==> config.mk <==
export PLATFORM = sky130hd
export DESIGN_NAME = wash_sequencer
export DESIGN_NICKNAME = d
export VERILOG_FILES = /design/src/rtl/wash_sequencer.sv
export SDC_FILE = /design/constraint.sdc
export NUM_CORES = 1
export LEC_CHECK = 0
export CAP_MARGIN = 20
export CORE_ASPECT_RATIO = 0.75
export CORE_MARGIN = 5
export CORE_UTILIZATION = 50
export DETAILED_ROUTE_END_ITERATION = 8
export GPL_TIMING_DRIVEN = 0
export PLACE_DENSITY = 0.76
export SLEW_MARGIN = 20
export SYNTH_ARGS = -nofsm -noshare
export SYNTH_HDL_FRONTEND = slang
export SYNTH_SLANG_ARGS = --single-unit
export TNS_END_PERCENT = 30
==> constraint.sdc <==
create_clock -name clk_s -period 2.3 [get_ports clk_s]
set_input_delay 0.345 -clock clk_s [delete_from_list [all_inputs] [get_ports clk_s]]
set_output_delay 0.345 -clock clk_s [all_outputs]
set_load 0.05 [all_outputs]
==> src/rtl/wash_sequencer.sv <==
// Washing-machine program sequencer: WASH -> RINSE (xN) -> SPIN -> DONE.
// One clk_s cycle is one second. Start/pause share a single button.
module wash_sequencer #(
    parameter int unsigned WASH_T     = 9,
    parameter int unsigned RINSE_T    = 6,
    parameter int unsigned SPIN_T     = 3,
    parameter int unsigned RINSE_REPS = 2,
    parameter int unsigned FILL_T     = 2
) (
    input  logic       clk_s,
    input  logic       reset,
    input  logic       power_on,
    input  logic       start_btn,
    input  logic [1:0] mode,
    output logic       finish,
    output logic       pause,
    output logic [2:0] phase,
    output logic [7:0] remaining,
    output logic       water_in,
    output logic       motor_on,
    output logic       drain
);

    localparam int unsigned PW  = 6;
    localparam int unsigned RMW = 8;

    localparam logic [RMW-1:0] TOT_FULL  = RMW'(WASH_T + RINSE_REPS * RINSE_T + SPIN_T);
    localparam logic [RMW-1:0] TOT_QUICK = RMW'(WASH_T + RINSE_T + SPIN_T);
    localparam logic [RMW-1:0] TOT_SPIN  = RMW'(SPIN_T);
    localparam logic [RMW-1:0] TOT_RS    = RMW'(RINSE_T + SPIN_T);

    typedef enum logic [2:0] {
        S_IDLE  = 3'd0,
        S_WASH  = 3'd1,
        S_RINSE = 3'd2,
        S_SPIN  = 3'd3,
        S_DONE  = 3'd4
    } state_t;

    state_t         state, state_nxt;
    logic [PW-1:0]  phase_left, phase_left_nxt;
    logic [RMW-1:0] remaining_nxt;
    logic [1:0]     rinse_cnt, rinse_cnt_nxt;
    logic [1:0]     rinse_target;
    logic [1:0]     mode_q, mode_nxt;
    logic           pause_nxt, finish_nxt, water_nxt, motor_nxt, drain_nxt;
    logic           running_nxt;
    logic           start_btn_q;
    logic           start_edge;

    assign start_edge   = start_btn & ~start_btn_q;
    assign rinse_target = (mode_q == 2'b00) ? 2'(RINSE_REPS) : 2'd1;
    assign phase        = state;

    // Next-state, counters and registered actuator values
    always_comb begin
        state_nxt      = state;
        phase_left_nxt = phase_left;
        remaining_nxt  = remaining;
        rinse_cnt_nxt  = rinse_cnt;
        mode_nxt       = mode_q;
        pause_nxt      = pause;

        case (state)
            S_IDLE: begin
                if (start_edge) begin
                    mode_nxt  = mode;
                    pause_nxt = 1'b0;
                    case (mode)
                        2'b00: begin
                            state_nxt      = S_WASH;
                            phase_left_nxt = PW'(WASH_T);
                            remaining_nxt  = TOT_FULL;
                        end
                        2'b01: begin
                            state_nxt      = S_WASH;
                            phase_left_nxt = PW'(WASH_T);
                            remaining_nxt  = TOT_QUICK;
                        end
                        2'b10: begin
                            state_nxt      = S_SPIN;
                            phase_left_nxt = PW'(SPIN_T);
                            remaining_nxt  = TOT_SPIN;
                        end
                        default: begin
                            state_nxt      = S_RINSE;
                            phase_left_nxt = PW'(RINSE_T);
                            remaining_nxt  = TOT_RS;
                            rinse_cnt_nxt  = 2'd1;
                        end
                    endcase
                end
            end
            S_WASH, S_RINSE, S_SPIN: begin
                if (start_edge) pause_nxt = ~pause;
                // A pausing press consumes its cycle; an unpausing press counts
                if (!pause_nxt) begin
                    remaining_nxt  = remaining - RMW'(1);
                    phase_left_nxt = phase_left - PW'(1);
                    if (phase_left == PW'(1)) begin
                        if (state == S_WASH) begin
                            state_nxt      = S_RINSE;
                            phase_left_nxt = PW'(RINSE_T);
                            rinse_cnt_nxt  = 2'd1;
                        end else if (state == S_RINSE && rinse_cnt < rinse_target) begin
                            phase_left_nxt = PW'(RINSE_T);
                            rinse_cnt_nxt  = rinse_cnt + 2'd1;
                        end else if (state == S_RINSE) begin
                            state_nxt      = S_SPIN;
                            phase_left_nxt = PW'(SPIN_T);
                        end else begin
                            state_nxt      = S_DONE;
                            phase_left_nxt = '0;
                        end
                    end
                end
            end
            S_DONE: begin
                state_nxt     = S_IDLE;
                remaining_nxt = '0;
                pause_nxt     = 1'b0;
                rinse_cnt_nxt = '0;
            end
            default: begin
                state_nxt = S_IDLE;
            end
        endcase

        running_nxt = (state_nxt == S_WASH || state_nxt == S_RINSE || state_nxt == S_SPIN)
                      && !pause_nxt;
        finish_nxt  = (state_nxt == S_DONE);
        motor_nxt   = running_nxt;
        drain_nxt   = running_nxt && (state_nxt == S_SPIN);
        water_nxt   = running_nxt &&
                      ((state_nxt == S_WASH  && phase_left_nxt > PW'(WASH_T - FILL_T)) ||
                       (state_nxt == S_RINSE && phase_left_nxt > PW'(RINSE_T - FILL_T)));
    end

    // State and output registers; power loss behaves like reset
    always_ff @(posedge clk_s) begin
        if (reset || !power_on) begin
            state       <= S_IDLE;
            phase_left  <= '0;
            remaining   <= '0;
            rinse_cnt   <= '0;
            mode_q      <= '0;
            pause       <= 1'b0;
            finish      <= 1'b0;
            water_in    <= 1'b0;
            motor_on    <= 1'b0;
            drain       <= 1'b0;
            start_btn_q <= 1'b0;
        end else begin
            state       <= state_nxt;
            phase_left  <= phase_left_nxt;
            remaining   <= remaining_nxt;
            rinse_cnt   <= rinse_cnt_nxt;
            mode_q      <= mode_nxt;
            pause       <= pause_nxt;
            finish      <= finish_nxt;
            water_in    <= water_nxt;
            motor_on    <= motor_nxt;
            drain       <= drain_nxt;
            start_btn_q <= start_btn;
        end
    end

endmodule

==> results.py, run 1 <==
metrics = {
    "global_route": {
        "grt_start_max_net_pins": 15,
        "grt_pass1_wl_um": 7460,
        "grt-ovfl-total": 0,
        "grtUsageTotal_pct": 20.2,
        "antenna_found_initial": 0,
        "grt_pass1_vias": 1559,
    },
    "timing": {
        "period_share_pct": 99.8,
        "hold_viol": 0,
        "slew_headroom_pct": 60.9,
        "fmax_ghz": 0.436,
        "setup_ws_ns": 0.00469,
        "period_needed_ns": 2.30,
        "rsz0062_at_grt": "yes",
        "slew_violations": 0,
        "tightestPinTransition_ns": 0.585,
        "finClkSkew_ns": 0.0102,
        "setup_tns_ns": 0,
        "finalSetupViolCount": 0,
    },
    "synth": {
        "synthSimpleGateAreaFrac_pct": 27.1,
        "synth_top_area_cell": "dfxtp_1",
        "synthCells": 206,
        "yosysUniqueCellTypes": 69,
        "synth-adder-area-share_pct": 6.40,
        "synth-seq-cells": 27,
        "ys_warn_count": 0,
        "synth.most_common_cell": "dfxtp_1",
        "synth_edf_count": 0,
        "synthArstFlopShare_pct": 0,
        "ys_seq_area_share_pct": 30.7,
        "syn-num-nets": 221,
        "synth_xor_xnor_area_share_pct": 2.49,
        "synth.top_cells.by_count": "dfxtp_1, nor2_1, a21oi_1, nand2_1, inv_1",
        "ys.flop_type": "dfxtp_1",
        "yosys.area.top_type_share_pct": 30.7,
        "synth_mux_area_share_pct": 1.21,
        "synth_top_family_by_area": "simple AND/OR/NAND/NOR gates",
        "synthTopCellsByArea": "dfxtp_1, ha_1, nor2_1",
        "synth_area_um2": 1760,
        "synth_compound_area_share_pct": 27.0,
        "syn_area_per_cell_um2": 8.55,
    },
    "routing": {
        "ant_nets": 0,
        "first_pass_iters": 4,
        "routed_via_density": 5.84,
        "drc": 0,
        "vias": 1663,
        "routedWlPerCell_um": 16.4,
        "drtIter0Drc": 154,
        "routed_wl_um": 4670,
    },
    "clocking": {
        "h-tree-depth": 1,
        "clk_path_buf_depth": 2,
        "path_clk_slew_ns": 0.08,
        "clkLatencyLatePin_ns": 0.28,
        "cts_buffers": 3,
        "clock_sinks": 27,
        "cts_tree": "done",
        "cts_root_buf": "clkbuf_8",
    },
    "setup_path": {
        "crit_type": "flop to flop",
        "endpoint_kind": "flop",
        "cp_max_fo": 7,
        "critPathLaunchType": "flop",
        "required_ns": 2.45,
        "arrival_ns": 2.45,
    },
    "floorplan": {
        "rows": 18,
        "core-area_um2": 3330,
        "dieArea_um2": 4820,
        "io_pins": 22,
        "die_w_um": 78.5,
        "initial_core_util_pct": 52.8,
        "die_h_um": 61.4,
    },
    "layout": {
        "syn2layout_area_growth_pct": 25.9,
        "layout.nets": 261,
        "layout-drive-gt1-share_pct": 21.2,
        "n_antenna_cell": 0,
    },
    "pwr": {
        "ir_drop_v": 0.000402,
        "power_density_nw_per_um2": 525,
        "power_mw": 1.16,
        "leakage_nw": 0.854,
    },
    "status": {
        "status": "completed",
    },
    "worst_hold_path": {
        "holdCritPathClass": "input pin to flop",
    },
    "placed_design": {
        "dp_hpwl_um": 3370,
        "gp_routability_congestion": 0.949,
        "port_buffers": 21,
        "post-place-ws_ns": -0.927,
    },
    "run": {
        "max_cap_violations": 0,
    },
}
-- metrics by stage --
step | instance area [µm²] | hold slack, ns | util, % | std cells
global route | 2220 | 0.459 | 66.5 | 285
finish | 2220 | 0.428 | 66.5 | 285
floorplan | 1770 | 0.467 | - | 206
CTS | 2150 | 0.430 | 64.5 | 278
global placement | 2030 | 0.468 | 61.0 | 267
detailed placement | 2030 | 0.474 | 61.0 | 267
-- worst paths after layout --
path                startpoint      endpoint  slack, ns  cells past startpoint
hold / removal       start_btn   start_btn_q       0.43                      2
setup / recovery   start_btn_q      water_in      0.005                     10
setup reg to reg   start_btn_q      water_in      0.005                     10
hold reg to reg   remaining[7]  remaining[7]       0.49                      2
-- power breakdown --
| group | internal [mW] | switching, mW |
|---|---|---|
| clock | 0.124 | 0.148 |
| sequential | 0.487 | 0.0242 |
| combinational | 0.161 | 0.219 |
-- flip-flops by register name (all words and copies together) (netlist names) --
signal / cells
mode_q: 2
pause: 1
phase: 3
finish: 1
water_in: 1
rinse_cnt: 2
motor_on: 1
remaining: 8
phase_left: 6
start_btn_q: 1
drain: 1
-- final cells by class --
type | instances | area (µm²)
multi-input combinational | 161 | 1170
fill | 279 | 1120
sequential | 27 | 542
timing repair buffer | 35 | 314
buffer | 8 | 56.3
tap | 40 | 50.0
clock buffer | 4 | 45.0
inverter | 10 | 40.0
-- kinds of logic (layout without fill, tap and decap cells) --
group                      after synthesis  in the layout
AOI/OAI and AO/OA                       61             61
xor gates and xnor gates                 5              5
adders and majority gates                9              9
buffers and inverters                   18             57
DFF                                     27             27
muxes                                    2              2
and+or+nand+nor                         84             84
-- placed cells by master (no fill, tap or decap), types with 3 or more instances in the layout --
cell type        instances
nand3_1                  3
nand2b_1                 4
a31oi_1                  3
nor2_1                  25
nand2_1                 15
inv_1                    9
clkdlybuf4s50_1         20
a21oi_1                 15
o31ai_1                  3
ha_1                     8
xor2_1                   4
a211oi_1                 4
buf_2                    3
and2_1                   5
buf_4                   14
dfxtp_1                 26
nor2b_1                  3
buf_6                    3
o21ai_0                  5
clkbuf_8                 3
nor3_1                   7
-- worst max-delay path, stage by stage, from the launching register on --
cell and delay (ns):
dfxtp_2 0.32, and2b_2 0.24, inv_4 0.04, ha_4 0.29, nor3b_4 0.31, and2_1 0.19
buf_6 0.14, o31ai_4 0.05, a22o_1 0.23, o31ai_2 0.25, o211ai_2 0.11
-- timing repair --
item | in CTS | in global routing
gates resized for setup | 7 | 3
hold buffers | 0 | 0
setup buffers | 7 | 7
pin swaps | 3 | 5
setup endpoints to repair | 11 | 5
endpoints found under the hold margin | 0 | 0
-- per-layer routing --
metal | vias to the layer above | global-route usage, % | wire length (µm)
li1 | 835 | - | -
met1 | 773 | 29.3 | 2320
met2 | 47 | 29.9 | 1970
met3 | 8 | 5.70 | 323
met4 | 0 | 4.74 | 48
met5 | - | 0 | 0
(Power assumes the default switching activity.)
==> run 2: changes to the inputs <==
--- a/config.mk
+++ b/config.mk
@@ -11,7 +11,7 @@
 export CORE_UTILIZATION = 50
 export DETAILED_ROUTE_END_ITERATION = 8
 export GPL_TIMING_DRIVEN = 0
-export PLACE_DENSITY = 0.76
+export PLACE_DENSITY = 0.73
 export SLEW_MARGIN = 20
 export SYNTH_ARGS = -nofsm -noshare
 export SYNTH_HDL_FRONTEND = slang
==> constraint.sdc (replaced) <==
create_clock -name clk_s -period 2.35 [get_ports clk_s]
set_input_delay 0.3525 -clock clk_s [delete_from_list [all_inputs] [get_ports clk_s]]
set_output_delay 0.3525 -clock clk_s [all_outputs]
set_load 0.05 [all_outputs]
==> run 2 against run 1 <==
Largest power group unchanged. Critical endpoint unchanged. Critical path depth stayed put. Cell count is 1.4% lower. Largest cell class unchanged. Register-to-register slack better by 0.07 ns. Sequential share of layout area is 0.069 points higher. Count of clock-buffer cells in the layout stayed put. Via count is 5.2% higher.
==> results.py, run 2 (synthesized netlist as in run 1, its figures left out) <==
metrics = {
    "status": {
        "status": "completed",
    },
    "run": {
        "max_cap_violations": 0,
    },
    "pwr": {
        "comb_power_share_pct": 33.5,
        "netSwitchingPower_uw": 393,
        "power_density_nw_per_um2": 521,
        "internal_power_uw": 760,
        "p_sw_share_pct": 34.1,
        "pwr-share-clk_pct": 23.0,
        "seq_power_share_pct": 43.5,
        "ir_drop_v": 0.000287,
        "leakage_nw": 0.835,
    },
    "global_route": {
        "grt_pass1_wl_um": 8180,
        "grt-ovfl-total": 0,
        "grt_pass1_vias": 1658,
        "grt_start_max_net_pins": 15,
        "grtUsageTotal_pct": 21.9,
        "antenna_found_initial": 0,
    },
    "timing": {
        "finClkSkew_ns": 0.00779,
        "hold_viol": 0,
        "finalSetupViolCount": 0,
        "setup_tns_ns": 0,
        "slew_violations": 0,
        "period_needed_ns": 2.27,
        "period_share_pct": 96.8,
        "slew_headroom_pct": 62.7,
        "setup_ws_ns": 0.0759,
        "tightestPinTransition_ns": 0.560,
        "fmax_ghz": 0.440,
        "rsz0062_at_grt": "yes",
    },
    "setup_path": {
        "required_ns": 2.51,
        "r2r_end": "water_in",
        "slowest_delay_ns": 0.38,
        "critPathLaunchType": "flop",
        "rrSetupSlack_ns": 0.08,
        "endpoint_kind": "flop",
        "regToRegStartpoint": "start_btn_q",
        "critical_path.cell_chain": "and2b_2 -> inv_4 -> ha_4 -> nor3b_4 -> and2_1 -> buf_6 -> a311oi_4 -> a211o_4 -> nand2_2 -> o211ai_2",
        "crit_start": "start_btn_q",
        "arrival_ns": 2.43,
        "setup.worst_path.end": "water_in",
        "reg2regPathDepth": 10,
        "cp_slowest_cell": "a211o_4",
        "cp_max_fo": 7,
        "crit_type": "flop to flop",
    },
    "layout": {
        "layout_common_cells": "dfxtp_1, nor2_1, clkdlybuf4s50_1",
        "n_antenna_cell": 0,
        "syn2layout_area_growth_pct": 25.6,
        "final_common_cell": "dfxtp_1",
        "layout.nets": 257,
        "top_register": "remaining",
        "stdcell_area_um2": 2210,
        "largest_reg_flops": 8,
        "layout-drive-gt1-share_pct": 20.7,
    },
    "routing": {
        "routed_via_density": 6.23,
        "drc": 0,
        "wl_met3_um": 480,
        "routed_wl_um": 5020,
        "routedLengthMet1_um": 2180,
        "first_pass_iters": 5,
        "wl_met2_um": 2220,
        "highest_layer": "met4",
        "drtIter0Drc": 270,
        "ant_nets": 0,
        "vias": 1750,
        "routedWlPerCell_um": 17.9,
    },
    "clocking": {
        "cts_root_buf": "clkbuf_8",
        "path_clk_slew_ns": 0.08,
        "clkLatencyLatePin_ns": 0.28,
        "cts_tree": "done",
        "postCtsHoldBufs": 0,
        "cts_buffers": 3,
        "clock_sinks": 27,
        "h-tree-depth": 1,
        "clk_path_buf_depth": 2,
    },
    "placed_design": {
        "gp_routability_congestion": 1.01,
        "port_buffers": 21,
        "placed_cell_area_um2": 2030,
        "dp_hpwl_um": 3630,
        "post-place-ws_ns": -0.842,
    },
    "floorplan": {
        "die_h_um": 61.4,
        "core-area_um2": 3330,
        "io_pins": 22,
        "initial_core_util_pct": 52.8,
        "rows": 18,
        "dieArea_um2": 4820,
        "die_w_um": 78.5,
    },
    "worst_hold_path": {
        "holdCritPathClass": "input pin to flop",
    },
}
run 2: layout make-up:
type,count,area [µm²]
plain buffers,8,56.3
clock buffers,4,45.0
fillers,274,1120
inverters,10,40.0
multi-input cells,161,1190
flip-flops and latches,27,542
well taps,40,50.0
repair buffers,31,284
run 2: worst max-delay path, delay by kind of cell, from the launching register on:
family | cells | cell delay [ns]
simple gates | 4 | 0.78
compound gates | 3 | 0.58
flops | 1 | 0.32
fa+ha+maj | 1 | 0.29
buf+inv | 2 | 0.20
run 2: worst min path at each step:
stage | slack (ns) | endpoint | startpoint | depth (start not counted)
3_5_place_dp | 0.48 | remaining[7] | remaining[7] | 2
5_1_grt | 0.47 | start_btn_q | start_btn | 2
4_1_cts | 0.45 | start_btn_q | start_btn | 2
6_report | 0.46 | start_btn_q | start_btn | 2
3_3_place_gp | 0.46 | remaining[7] | remaining[7] | 2
2_1_floorplan | 0.47 | rinse_cnt[1] | rinse_cnt[1] | 2
run 2: power by group through the flow:
stage	registers, mW	clock network [mW]	logic (mW)
floorplan	0.547	0	0.209
global placement	0.509	0	0.326
detailed placement	0.511	0	0.335
CTS	0.500	0.271	0.354
global route	0.505	0.293	0.417
finish	0.501	0.265	0.386
run 2: repair_timing:
| item | in CTS | in global routing |
|---|---|---|
| pin swaps | 4 | 4 |
| cloned | 0 | 0 |
| gates resized for setup | 8 | 8 |
| endpoints found under the setup margin | 12 | 2 |
| buffers inserted | 5 | 5 |
run 2: metal layers:
metal  GRT usage [%]  vias up
met4            6.23        0
met2            35.9      107
met3            4.97       22
met1            29.5      797
met5               0        -
li1                -      824
run 2: per-stage QoR:
stage / total power, mW / util, % / cells / hold WS, ns
after floorplan: 0.756 / - / 206 / 0.467
after global placement: 0.835 / 61.0 / 267 / 0.459
after detailed placement: 0.846 / 61.0 / 267 / 0.478
after CTS: 1.12 / 64.1 / 276 / 0.446
after global routing: 1.22 / 66.3 / 281 / 0.472
final: 1.15 / 66.3 / 281 / 0.457
